`src/rtl/localassign_seq.sv`:
```
// Registered sequencer driving a combinational per-state output stage: latches an (a,b)
// token, walks state codes 0..NUM_POST and streams the sampled o_in one result per code.
module localassign_seq #(
    parameter int         NUM_POST  = 3,     // 0..3
    parameter logic [2:0] IDLE_CODE = 3'd4
) (
    input  logic       clock,
    input  logic       reset,
    input  logic       in_valid,
    output logic       in_ready,
    input  logic       in_a,
    input  logic       in_b,
    output logic [2:0] state,
    output logic       a,
    output logic       b,
    input  logic       o_in,
    output logic       out_valid,
    input  logic       out_ready,
    output logic       out_data,
    output logic [7:0] token_count
);

    // Valid/ready: a transfer happens on a rising edge where valid && ready; the producer
    // holds data stable while valid is high, and ready never depends on valid.
    typedef enum logic [2:0] {
        S_IDLE  = 3'd0,
        S_EVAL  = 3'd1,
        S_POST1 = 3'd2,
        S_POST2 = 3'd3,
        S_POST3 = 3'd4
    } fsm_t;

    fsm_t       fsm;
    logic [2:0] step;       // code being evaluated: 0 in EVAL, k in POSTk
    logic       last_step;
    logic       adv;

    always_comb begin
        step      = 3'(fsm - 3'd1);
        last_step = (step == 3'(NUM_POST));
        adv       = !out_valid || out_ready;
        in_ready  = (fsm == S_IDLE) && !reset;
    end

    always_ff @(posedge clock) begin
        if (reset) begin
            fsm         <= S_IDLE;
            state       <= IDLE_CODE;
            a           <= 1'b0;
            b           <= 1'b0;
            out_valid   <= 1'b0;
            out_data    <= 1'b0;
            token_count <= 8'd0;
        end else begin
            // Drain by default; a load below in the same cycle keeps out_valid high.
            if (out_valid && out_ready) begin
                out_valid <= 1'b0;
            end
            case (fsm)
                S_IDLE: begin
                    if (in_valid && in_ready) begin
                        a     <= in_a;
                        b     <= in_b;
                        fsm   <= S_EVAL;
                        state <= 3'd0;
                    end
                end
                default: begin
                    if (adv) begin
                        out_data  <= o_in;
                        out_valid <= 1'b1;
                        if (last_step) begin
                            fsm         <= S_IDLE;
                            state       <= IDLE_CODE;
                            token_count <= token_count + 8'd1;
                        end else begin
                            fsm   <= fsm_t'(fsm + 3'd1);
                            state <= 3'(step + 3'd1);
                        end
                    end
                end
            endcase
        end
    end

endmodule

```
`config.mk`:
```
export PLATFORM = sky130hd
export DESIGN_NAME = localassign_seq
export DESIGN_NICKNAME = d
export VERILOG_FILES = /design/src/rtl/localassign_seq.sv
export SDC_FILE = /design/constraint.sdc
export NUM_CORES = 1
export LEC_CHECK = 0
export ABC_AREA = 1
export BUFFER_PORTS_ARGS = -buffer_cell sky130_fd_sc_hd__buf_2
export CORE_UTILIZATION = 57
export CTS_BUF_LIST = sky130_fd_sc_hd__clkbuf_2 sky130_fd_sc_hd__clkbuf_4 sky130_fd_sc_hd__clkbuf_8
export CTS_CLUSTER_DIAMETER = 60
export DETAILED_ROUTE_END_ITERATION = 16
export GPL_TIMING_DRIVEN = 0
export PLACE_DENSITY = 0.89
export SETUP_SLACK_MARGIN = 0.2
export SYNTH_ARGS = -nofsm -noshare
export SYNTH_HDL_FRONTEND = slang
export SYNTH_SLANG_ARGS = --single-unit
```
`constraint.sdc`:
```
create_clock -name clock -period 4.75 [get_ports clock]
set_clock_uncertainty 0.1 [all_clocks]
set_input_delay 0.475 -clock clock [delete_from_list [all_inputs] [get_ports clock]]
set_output_delay 0.475 -clock clock [all_outputs]
set_load 0.02 [all_outputs]
```
==> impl_metrics.env, run 1 <==
export IMPL_min_path_cells=3
export IMPL_num_antenna_cells=0
export IMPL_vias=854
export IMPL_root_buffer="clkbuf_4"
export IMPL_startpoint_type="flop"
export IMPL_finalNetCount=162
export IMPL_tightest_slew_ns=0.231
export IMPL_r2r_end="state[2]"
export IMPL_wire_per_inst_um=11.0
export IMPL_ys_ff_latch=18
export IMPL_syn_area_um2=893
export IMPL_drv_cap=0
export IMPL_via_per_inst=5.24
export IMPL_ir_drop_mv=0.361
export IMPL_clock_path_buffers=2
export IMPL_antenna_found_initial=0
export IMPL_path_class="reg2out"
export IMPL_status="complete, no violations"
export IMPL_synth_cell_types=22
export IMPL_hold_class="in2reg"
export IMPL_firstDrtPassIters=4
export IMPL_slowest_delay_ns=0.42
export IMPL_cts_tree="built"
export IMPL_final_area_um2=1060
export IMPL_slowest_stage="dfxtp_1"
export IMPL_cts_sinks=18
export IMPL_crit_chain="inv_1 -> ha_1 -> nand2_4 -> nor2_2 -> buf_2"
export IMPL_rsz0062_at_grt="no"
export IMPL_port_buffers=22
export IMPL_postCtsSetupRepairBufs=0
export IMPL_hold_end="b"
export IMPL_crit_fanout=6
export IMPL_setup_viol=0
export IMPL_rows=13
export IMPL_grt_max_degree=11
export IMPL_route_detailed_drc=0
export IMPL_rrSetupSlack_ns=3.00
export IMPL_yosys_warnings=0
export IMPL_grt_pass1_vias=793
export IMPL_power_density_nw_per_um2=489
export IMPL_grt_pass1_wl_um=3040
export IMPL_clk_latency_ns=0.30
export IMPL_dpl_worst_slack_ns=3.04
export IMPL_end_kind="output pin"
export IMPL_die_h_um=41.6
export IMPL_dieArea_um2=1730
export IMPL_die_w_um=41.6
export IMPL_cts_hold_buf=0
export IMPL_r2r_cells=7
export IMPL_core_um2=1380
export IMPL_synth_avg_cell_area_um2=7.32
export IMPL_hold_start="in_b"
export IMPL_setup_slack_ns=2.79
export IMPL_wl_um=1800
export IMPL_timing_rr_start="fsm[0]"
export IMPL_gr_total_overflow=0
export IMPL_slew_viol_final=0
export IMPL_cts_buffers=3
export IMPL_cp_required_ns=4.18
export IMPL_htreeDepth=1
export IMPL_postRouteAntennaNets=0
export IMPL_start_util_pct=64.6
export IMPL_synth_nets=135
export IMPL_cts_repair_resized=0
export IMPL_dp_hpwl_um=1400
export IMPL_drt_initial_drc_count=18
export IMPL_path_clk_slew_ns=0.10
export IMPL_total_power_w=0.000518
export IMPL_place_gp_congestion=0.834
export IMPL_synthCells=122
export IMPL_yosysSeqAreaShare_pct=40.3
export IMPL_ioPinCount=23
export IMPL_dpl_cell_area_um2=1020
export IMPL_cp_arrival_ns=1.38
export IMPL_min_period_ns=1.96
export IMPL_area_delta_synth_final_pct=18.5
export IMPL_fmax_ghz=0.511
export IMPL_hold_viol=0
export IMPL_fin_util_pct=76.6
export IMPL_drive_above_1_share_pct=26.4
export IMPL_power_leakage_nw=0.551
export IMPL_fin_crit_sh_pct=41.2
export IMPL_grtUsageTotal_pct=22.4
export IMPL_setup_tns_ns=0
export IMPL_slew_headroom_pct=84.5
## per-stage QoR
stage,cells,hold WS (ns)
final,163,0.266
after global routing,163,0.263
after CTS,163,0.262
after detailed placement,159,0.353
after global placement,159,0.339
after floorplan,122,0.368
## flip-flops by register name, summed over array words and instances, names as in the netlist
| signal | count |
|---|---|
| fsm | 3 |
| out_valid | 1 |
| state | 3 |
| out_data | 1 |
| b | 1 |
| a | 1 |
| token_count | 8 |
## synthesized netlist by cell type
master	instances	area [um2]
nand2_1	24	90.1
dfxtp_1	18	360
inv_1	15	56.3
nor2_1	15	56.3
nand3_1	11	55.1
a21oi_1	9	45.0
ha_1	6	75.1
o21ai_0	5	25.0
nand2_2	4	25.0
inv_2	3	11.3
a21oi_2	1	8.76
a31oi_1	1	6.26
buf_2	1	5.00
buf_6	1	11.3
nand2_4	1	11.3
nand4_1	1	6.26
nor2_2	1	6.26
nor2_4	1	11.3
nor3_1	1	5.00
o21a_1	1	7.51
or2_0	1	6.26
xor2_1	1	8.76
## worst max-delay path: cells and delay by family, from the launching register on
kind	cells	cell delay, ns
DFF	1	0.42
buffers and inverters	2	0.26
adders and majority gates	1	0.25
and+or+nand+nor	2	0.16
## final cells by class
type | instances | area [um2]
plain buffers | 2 | 16.3
clock buffers | 4 | 36.3
fillers | 100 | 324
inverters | 18 | 67.6
multi-input cells | 84 | 449
flip-flops and latches | 18 | 360
well taps | 15 | 18.8
repair buffers | 22 | 110
## cell families (layout without fill, tap and decap cells)
group                      after synthesis  count (layout)  share of synthesized area, %
xor gates and xnor gates                 1               1                         0.981
adders and majority gates                6               6                          8.40
and+or+nand+nor                         60              60                          30.5
AOI/OAI and AO/OA                       17              17                          10.4
buffers and inverters                   20              46                          9.38
DFF                                     18              18                          40.3
## placed cells by master, fill, tap and decap left out
| cell | count |
|---|---|
| nand2_1 | 24 |
| dfxtp_1 | 18 |
| a31oi_1 | 1 |
| clkbuf_4 | 3 |
| nor2_2 | 1 |
| o21a_1 | 1 |
| nand3_1 | 11 |
| or2_0 | 1 |
| buf_6 | 1 |
| a21oi_1 | 9 |
| clkbuf_8 | 1 |
| xor2_1 | 1 |
| inv_1 | 15 |
| nand2_4 | 1 |
| nand2_2 | 4 |
| nor3_1 | 1 |
| nor2_1 | 15 |
| buf_2 | 23 |
| nor2_4 | 1 |
| o21ai_0 | 5 |
| inv_2 | 3 |
| ha_1 | 6 |
| nand4_1 | 1 |
| a21oi_2 | 1 |
## where the power goes
part / total, W / switching [W] / internal [W]
clock network: 0.0000952 / 0.0000484 / 0.0000468
logic: 0.000224 / 0.000146 / 0.0000775
registers: 0.000199 / 0.0000185 / 0.000180
total: 0.000518 / 0.000213 / 0.000305
## metal layers
layer	routed length (um)	up-vias	GRT usage [%]
met5	0	-	0
met4	0	0	7.74
met3	80	0	6.09
met2	956	22	42.5
met1	763	396	23.2
li1	-	436	-
## how the worst max path moves through the flow
stage | from | slack [ns] | endpoint
global placement | fsm[0] | 3.04 | state[2]
floorplan | fsm[0] | 3.10 | state[2]
finish | fsm[0] | 2.79 | in_ready
detailed placement | fsm[0] | 3.04 | state[2]
CTS | fsm[0] | 2.78 | in_ready
global route | fsm[0] | 2.68 | in_ready
No activity file was read; power rests on OpenSTA's default activity.
==> inputs of run 2 (changes only) <==
--- a/config.mk
+++ b/config.mk
@@ -7,12 +7,12 @@
 export LEC_CHECK = 0
 export ABC_AREA = 1
 export BUFFER_PORTS_ARGS = -buffer_cell sky130_fd_sc_hd__buf_2
-export CORE_UTILIZATION = 57
+export CORE_UTILIZATION = 53
 export CTS_BUF_LIST = sky130_fd_sc_hd__clkbuf_2 sky130_fd_sc_hd__clkbuf_4 sky130_fd_sc_hd__clkbuf_8
 export CTS_CLUSTER_DIAMETER = 60
 export DETAILED_ROUTE_END_ITERATION = 16
 export GPL_TIMING_DRIVEN = 0
-export PLACE_DENSITY = 0.89
+export PLACE_DENSITY = 0.84
 export SETUP_SLACK_MARGIN = 0.2
 export SYNTH_ARGS = -nofsm -noshare
 export SYNTH_HDL_FRONTEND = slang
==> constraint.sdc (replaced) <==
create_clock -name clock -period 2 [get_ports clock]
set_clock_uncertainty 0.1 [all_clocks]
set_input_delay 0.2 -clock clock [delete_from_list [all_inputs] [get_ports clock]]
set_output_delay 0.2 -clock clock [all_outputs]
set_load 0.02 [all_outputs]
==> run 2 against run 1 <==
  * Cell area up 1.2%
  * Sequential cell count unchanged
  * Worst hold slack worse by 0.25 ns
  * Clock-buffer cell count unchanged
  * First-iteration DRC count down 11%
  * Global-route usage down 0.58 points
  * Non-clock buffer count up 1
  * Total power up 140%
  * Cell count up 1.2%
  * Critical path type is now reg2reg
  * Largest cell class unchanged
==> impl_metrics.env, run 2 (same netlist as run 1, synthesis figures left out) <==
export IMPL_tightest_slew_ns=0.263
export IMPL_r2r_cells=7
export IMPL_cts_sinks=18
export IMPL_cp_arrival_ns=1.84
export IMPL_slowest_delay_ns=0.39
export IMPL_finalNetCount=163
export IMPL_holdWs_ns=0.0207
export IMPL_min_path_cells=3
export IMPL_gr_total_overflow=0
export IMPL_core_um2=1540
export IMPL_layout_common_cells="nand2_1 (24), buf_2 (23), dfxtp_1 (17)"
export IMPL_crit_fanout=6
export IMPL_regMostFlops="token_count"
export IMPL_fmax_ghz=0.587
export IMPL_grtUsageTotal_pct=21.9
export IMPL_antenna_found_initial=0
export IMPL_postRouteAntennaNets=0
export IMPL_dieArea_um2=1850
export IMPL_route_detailed_drc=0
export IMPL_dp_cells=160
export IMPL_hold_viol=0
export IMPL_drive_above_1_share_pct=26.8
export IMPL_slew_headroom_pct=82.3
export IMPL_wl_um=1760
export IMPL_rsz0062_at_grt="no"
export IMPL_highest_layer="met4"
export IMPL_fin_crit_sh_pct=85.2
export IMPL_die_h_um=43.1
export IMPL_postCtsSetupRepairBufs=0
export IMPL_path_clk_slew_ns=0.11
export IMPL_grt_pass1_wl_um=2990
export IMPL_fin_util_pct=69.5
export IMPL_met2_length_um=845
export IMPL_htreeDepth=1
export IMPL_final_area_um2=1070
export IMPL_port_buffers=22
export IMPL_rows=14
export IMPL_power_leakage_nw=0.555
export IMPL_min_period_ns=1.70
export IMPL_largestRegisters="token_count (8), fsm (3), state (3)"
export IMPL_crit_path_frequent_cell="ha_1"
export IMPL_root_buffer="clkbuf_4"
export IMPL_hold_class="in2reg"
export IMPL_status="complete, no violations"
export IMPL_end_kind="flop"
export IMPL_ioPinCount=23
export IMPL_via_per_inst=4.89
export IMPL_grt_pass1_vias=756
export IMPL_startpoint_type="flop"
export IMPL_route_met3_wl_um=52
export IMPL_area_delta_synth_final_pct=19.9
export IMPL_dp_hpwl_um=1330
export IMPL_ir_drop_mv=0.923
export IMPL_instances_no_fill=165
export IMPL_cts_tree="built"
export IMPL_layout_commonest_cell="nand2_1"
export IMPL_crit_chain="inv_1 -> ha_1 -> ha_1 -> inv_1 -> ha_1 -> or2_0 -> nand3_1"
export IMPL_start_util_pct=58.0
export IMPL_wire_per_inst_um=10.6
export IMPL_die_w_um=43.1
export IMPL_path_class="reg2reg"
export IMPL_place_gp_congestion=0.914
export IMPL_clock_path_buffers=2
export IMPL_setup_tns_ns=0
export IMPL_setup_viol=0
export IMPL_drv_cap=0
export IMPL_num_antenna_cells=0
export IMPL_clk_latency_ns=0.29
export IMPL_drt_initial_drc_count=16
export IMPL_cts_buffers=3
export IMPL_vias=807
export IMPL_power_density_nw_per_um2=1160
export IMPL_slew_viol_final=0
export IMPL_firstDrtPassIters=4
export IMPL_slowest_stage="dfxtp_2"
export IMPL_largest_register_ffs=8
export IMPL_dpl_cell_area_um2=1020
export IMPL_cp_required_ns=2.14
export IMPL_grt_max_degree=11
export IMPL_wl_met1_um=837
[run 2: changes by cell type in the layout (fill, tap and decap cells not counted), sizes merged]
cell | before | now
dlygate4sd3 | 0 | 1
[run 2: worst max-delay path: cells and delay by family, from the launching register on]
kind / cells / cell delay (ns)
DFF: 1 / 0.39
buffers and inverters: 2 / 0.13
and+or+nand+nor: 2 / 0.29
adders and majority gates: 3 / 0.75
[run 2: area by class of cell]
| class | instances | area [um2] |
|---|---|---|
| Clock buffer | 4 | 36.3 |
| Inverter | 18 | 67.6 |
| Tap cell | 16 | 20.0 |
| Sequential cell | 18 | 362 |
| Buffer | 2 | 16.3 |
| Timing Repair Buffer | 23 | 120 |
| Fill cell | 135 | 470 |
| Multi-Input combinational cell | 84 | 449 |
[run 2: path summary, 6_finish.rpt]
check	slack, ns	to	start
hold reg to reg	0.37	a	a
setup / recovery	0.30	state[2]	fsm[0]
setup reg to reg	0.30	state[2]	fsm[0]
hold / removal	0.02	b	in_b
[run 2: metrics by stage]
| step | setup slack [ns] | total power [W] |
|---|---|---|
| after floorplan | 0.355 | 0.000877 |
| after global placement | 0.283 | 0.000995 |
| after detailed placement | 0.245 | 0.00102 |
| after CTS | 0.214 | 0.00125 |
| after global routing | 0.200 | 0.00134 |
| final | 0.296 | 0.00124 |
[run 2: per-layer routing]
metal  vias up  global-route usage (%)
met5         -                       0
met4         0                    9.09
met3         2                    5.11
met2        15                    36.4
met1       353                    26.9
li1        437                       -
[run 2: power breakdown]
group	internal [W]	leakage [nW]	switching (W)
Sequential	0.000431	0.147	0.0000489
Combinational	0.000187	0.388	0.000351
Clock	0.000111	0.0210	0.000114
[run 2: what timing repair did]
item	CTS	global route
gates resized for setup	0	1
hold endpoints to repair	1	0
hold buffers	1	0
endpoints found under the setup margin	0	1
